===== config.mk =====
export PLATFORM = sky130hd
export DESIGN_NAME = tdm_demux_2ch
export DESIGN_NICKNAME = d
export VERILOG_FILES = /design/src/rtl/tdm_demux_2ch.sv
export SDC_FILE = /design/constraint.sdc
export NUM_CORES = 1
export LEC_CHECK = 0
export ABC_AREA = 0
export BUFFER_PORTS_ARGS = -buffer_cell sky130_fd_sc_hd__buf_2
export CAP_MARGIN = 20
export CORE_MARGIN = 5
export CORE_UTILIZATION = 55
export DETAILED_ROUTE_END_ITERATION = 12
export PLACE_DENSITY = 0.76
export REMOVE_ABC_BUFFERS = 1
export SLEW_MARGIN = 20
export SYNTH_ARGS = -nofsm -noshare
export SYNTH_HDL_FRONTEND = slang
export SYNTH_SLANG_ARGS = --single-unit

===== constraint.sdc =====
create_clock -name clk -period 3.2 [get_ports clk]
set_clock_uncertainty 0.1 [all_clocks]
set_input_delay 0.32 -clock clk [delete_from_list [all_inputs] [get_ports clk]]
set_output_delay 0.32 -clock clk [all_outputs]
set_load 0.02 [all_outputs]

===== src/rtl/tdm_demux_2ch.sv =====
// tdm_demux_2ch: splits an interleaved ch0/ch1 word stream (ch0 marked by in_sync)
// into two independently buffered channel streams. A small framing FSM tracks the
// expected channel, discards words while hunting for sync and flags framing errors.
module tdm_demux_2ch #(
  parameter int unsigned WIDTH = 8,
  parameter int unsigned DEPTH = 4,
  parameter int unsigned CW    = 3
) (
  input  logic             clk,
  input  logic             rst,
  input  logic [WIDTH-1:0] in_data,
  input  logic             in_valid,
  input  logic             in_sync,
  output logic             in_ready,
  output logic [WIDTH-1:0] out0_data,
  output logic             out0_valid,
  input  logic             out0_ready,
  output logic [WIDTH-1:0] out1_data,
  output logic             out1_valid,
  input  logic             out1_ready,
  output logic [1:0]       state_dbg,
  output logic             sync_err,
  output logic [7:0]       drop_cnt,
  output logic [CW-1:0]    cnt0,
  output logic [CW-1:0]    cnt1
);

  localparam int unsigned PW = (DEPTH > 1) ? $clog2(DEPTH) : 1;

  localparam logic [1:0] StHunt = 2'b00;
  localparam logic [1:0] StExp0 = 2'b01;
  localparam logic [1:0] StExp1 = 2'b10;

  logic [1:0]       state_q, state_d;
  logic             sync_err_q, sync_err_d;
  logic [7:0]       drop_cnt_q, drop_cnt_d;

  logic [WIDTH-1:0] mem_q  [2][DEPTH];
  logic [WIDTH-1:0] mem_d  [2][DEPTH];
  logic [PW-1:0]    wptr_q [2];
  logic [PW-1:0]    wptr_d [2];
  logic [PW-1:0]    rptr_q [2];
  logic [PW-1:0]    rptr_d [2];
  logic [CW-1:0]    cnt_q  [2];
  logic [CW-1:0]    cnt_d  [2];

  logic       hunt_drop;
  logic       tgt1;
  logic       accept;
  logic [1:0] full;
  logic [1:0] valid;
  logic [1:0] push;
  logic [1:0] pop;

  // Routing decode and handshakes; in_ready deliberately ignores the consumer readies
  always_comb begin
    hunt_drop = (state_q == StHunt) && !in_sync;
    tgt1      = (state_q == StExp1) && !in_sync;
    for (int ch = 0; ch < 2; ch++) begin
      full[ch]  = (cnt_q[ch] == CW'(DEPTH));
      valid[ch] = (cnt_q[ch] != '0);
    end
    in_ready = hunt_drop | (tgt1 ? !full[1] : !full[0]);
    accept   = in_valid & in_ready;
    push[0]  = accept & !hunt_drop & !tgt1;
    push[1]  = accept & tgt1;
    pop[0]   = valid[0] & out0_ready;
    pop[1]   = valid[1] & out1_ready;
  end

  // Framing FSM, sticky error flag and saturating drop counter; only advances on accept
  always_comb begin
    state_d    = state_q;
    sync_err_d = sync_err_q;
    drop_cnt_d = drop_cnt_q;
    if (accept) begin
      case (state_q)
        StHunt: begin
          if (in_sync) begin
            state_d = StExp1;
          end else if (drop_cnt_q != 8'hFF) begin
            drop_cnt_d = drop_cnt_q + 8'd1;
          end
        end
        StExp0: state_d = StExp1;
        StExp1: begin
          // A sync word here resynchronises onto ch0 without leaving EXP1
          if (in_sync) begin
            sync_err_d = 1'b1;
          end else begin
            state_d = StExp0;
          end
        end
        default: state_d = StHunt;
      endcase
    end
  end

  // Per-channel circular FIFOs; pointers wrap naturally since DEPTH is a power of 2
  always_comb begin
    mem_d = mem_q;
    for (int ch = 0; ch < 2; ch++) begin
      wptr_d[ch] = wptr_q[ch];
      rptr_d[ch] = rptr_q[ch];
      if (push[ch]) begin
        mem_d[ch][wptr_q[ch]] = in_data;
        wptr_d[ch]            = wptr_q[ch] + PW'(1);
      end
      if (pop[ch]) begin
        rptr_d[ch] = rptr_q[ch] + PW'(1);
      end
      cnt_d[ch] = cnt_q[ch] + CW'(push[ch]) - CW'(pop[ch]);
    end
  end

  // State registers; storage is cleared too so the heads read zero until first write
  always_ff @(posedge clk) begin
    if (rst) begin
      state_q    <= StHunt;
      sync_err_q <= 1'b0;
      drop_cnt_q <= 8'd0;
      mem_q      <= '{default: '0};
      wptr_q     <= '{default: '0};
      rptr_q     <= '{default: '0};
      cnt_q      <= '{default: '0};
    end else begin
      state_q    <= state_d;
      sync_err_q <= sync_err_d;
      drop_cnt_q <= drop_cnt_d;
      mem_q      <= mem_d;
      wptr_q     <= wptr_d;
      rptr_q     <= rptr_d;
      cnt_q      <= cnt_d;
    end
  end

  assign out0_data  = mem_q[0][rptr_q[0]];
  assign out1_data  = mem_q[1][rptr_q[1]];
  assign out0_valid = valid[0];
  assign out1_valid = valid[1];
  assign state_dbg  = state_q;
  assign sync_err   = sync_err_q;
  assign drop_cnt   = drop_cnt_q;
  assign cnt0       = cnt_q[0];
  assign cnt1       = cnt_q[1];

endmodule

==> flow_summary.json <==
{
  "synth_enable_flop_cells": 0,
  "ir_worst_vdd_v": 0.000298,
  "antenna_found_initial": 0,
  "cts_setup_buffers": 0,
  "antenna_cells_inserted": 0,
  "drive_gt1_share_pct": 22.9,
  "min-delay-path-class": "input pin to flop",
  "synth_cell_types": 39,
  "crit_arrival_ns": 2.74,
  "fin_crit_ns": 2.63,
  "clock_sinks": 89,
  "path_clk_slew_ns": 0.08,
  "final_common_cell": "dfxtp_1",
  "syn_inst": 376,
  "ys_async_sr_fraction_pct": 0,
  "synth.avg_cell_area_um2": 10.8,
  "fmax_ghz": 0.380,
  "grt_first_pass_wirelength_um": 12500,
  "grt_use_total_pct": 17.7,
  "hold_buffers": 0,
  "yosys_warnings": 0,
  "required_ns": 3.30,
  "pre_cts_ws_ns": 0.545,
  "outcome": "completed",
  "ant_nets": 0,
  "relSlewSlack_pct": 41.3,
  "cts_buffers": 9,
  "htree_levels": 3,
  "io_buffers": 49,
  "tightestPinTransition_ns": 0.880,
  "fill_cells": 610,
  "most-common-layout-cells": "89 x dfxtp_1, 80 x nor2_1, 67 x mux2i_1",
  "place_hpwl_um": 5280,
  "coreArea_um2": 7210,
  "io_pins": 50,
  "cts_root_buf": "clkbuf_8",
  "power_per_cell_area_nw_per_um2": 581,
  "syn_area_um2": 4060,
  "routedWlPerCell_um": 14.7,
  "maxSlewViolCount": 0,
  "tns_ns": 0,
  "grt_pass1_vias": 2574,
  "dieHeight_um": 95.9,
  "fin_area_um2": 4520,
  "rsz0062_at_grt": "no",
  "cts_resized": 0,
  "worst-setup-path-type": "flop to flop",
  "grt_max_degree": 89,
  "worstPathMaxFanout": 8,
  "cts_tree": "built",
  "totalWireLength_um": 7650,
  "finalCritPeriodShare_pct": 82.3,
  "gp_congestion": 0.852,
  "place_area_um2": 4350,
  "crit_path_start_kind": "flop",
  "vias": 2723,
  "drt-initial-drc-count": 150,
  "cp-end-kind": "flop",
  "cap_violations": 0,
  "clk_latency_ns": 0.34,
  "ys_seq_elements": 89,
  "die_area_um2": 9190,
  "area_delta_synth_final_pct": 11.5,
  "chipWidth_um": 95.9,
  "synthFlopType": "dfxtp_1",
  "finalWorstSetupSlack_ns": 0.567,
  "setup_viol": 0,
  "clock_path_buffers": 2,
  "start_util_pct": 56.2,
  "drc_errors": 0,
  "finalHoldViolCount": 0,
  "rows": 31,
  "vias_per_cell": 5.25,
  "p_leak_nw": 2.21,
  "overflow": 0,
  "drtPass1Iterations": 5,
  "ys_seq_area_share_pct": 43.9,
  "layout.nets": 444
}
-- flip-flops by register name, summed over array words and instances (netlist names) --
name and cells:
wptr_q 4, state_dbg 2, mem_q 64, sync_err 1, drop_cnt 8, cnt1 3
cnt0 3, rptr_q 4
-- per-stage QoR --
stage	std cells	util [%]	hold WS, ns	total power, mW
after floorplan	351	-	0.289	1.78
after global placement	503	60.3	0.370	1.96
after detailed placement	503	60.3	0.381	1.98
after CTS	519	62.7	0.0223	2.66
after global routing	519	62.7	0.0344	2.77
final	519	62.7	0.0387	2.63
-- cells by family after synthesis --
group	count (synthesis)	share of synthesized area (%)
fa+ha+maj	15	5.00
simple gates	118	15.7
mux	84	25.7
buf+inv	39	3.86
xor+xnor	13	2.81
flops	89	43.9
compound gates	18	3.02
-- area by class of cell --
| cell class | count | area, um2 | area share (%) |
|---|---|---|---|
| multi-input cells | 248 | 2120 | 46.8 |
| flip-flops and latches | 89 | 1780 | 39.4 |
| repair buffers | 53 | 275 | 6.09 |
| clock buffers | 11 | 131 | 2.90 |
| well taps | 99 | 124 | 2.74 |
| inverters | 14 | 52.6 | 1.16 |
| clock inverters | 5 | 40.0 | 0.885 |
-- where the power goes --
part           switching, mW  internal (mW)  leakage, nW  total (mW)
Combinational          0.333          0.302         1.41       0.635
Sequential             0.129           1.18        0.720        1.31
Clock                  0.394          0.287       0.0762       0.681
Total                  0.856           1.77         2.21        2.63
-- metal layers --
| metal | GRT usage, % | part of all wire, % |
|---|---|---|
| met2 | 27.1 | 48 |
| met5 | 0 | 0 |
| met1 | 24.7 | 47 |
| met4 | 7.46 | 1.6 |
| met3 | 3.13 | 3.5 |
-- worst max-delay path: stages (launching register included) --
cell,delay [ns]
dfxtp_1,0.54
o21a_1,0.32
and2_1,0.24
inv_1,0.06
ha_1,0.27
inv_1,0.04
ha_1,0.18
fa_1,0.38
xnor2_1,0.19
xnor2_1,0.14
nor2_1,0.05
-- path summary, 6_finish.rpt --
check / cells past startpoint / slack [ns] / startpoint / endpoint
setup / recovery: 10 / 0.57 / state_dbg[0]$_SDFFE_PP0P_ / cnt0[2]$_SDFF_PP0_
hold / removal: 2 / 0.04 / rst / drop_cnt[1]$_SDFFE_PP0P_
setup reg to reg: 10 / 0.57 / state_dbg[0]$_SDFFE_PP0P_ / cnt0[2]$_SDFF_PP0_
hold reg to reg: 2 / 0.40 / mem_q[51]$_SDFFE_PP0P_ / mem_q[51]$_SDFFE_PP0P_
-- synth_stat cells (all sizes together) (2+ instances only) --
cell / number / area [um2]
dfxtp: 89 / 1780
nor2: 80 / 300
mux2i: 67 / 671
clkbuf: 21 / 78.8
mux4: 16 / 360
inv: 14 / 52.6
ha: 13 / 163
xnor2: 9 / 78.8
nand3: 7 / 55.1
a21oi: 6 / 30.0
nand2: 6 / 22.5
nand4: 5 / 91.3
nor2b: 5 / 31.3
buf: 4 / 25.0
or3: 4 / 25.0
xor2: 4 / 35.0
o21ai: 3 / 18.8
and2: 2 / 12.5
fa: 2 / 40.0
o2111ai: 2 / 17.5
o31a: 2 / 17.5
o31ai: 2 / 15.0
or4: 2 / 15.0
(Power assumes the default switching activity.)
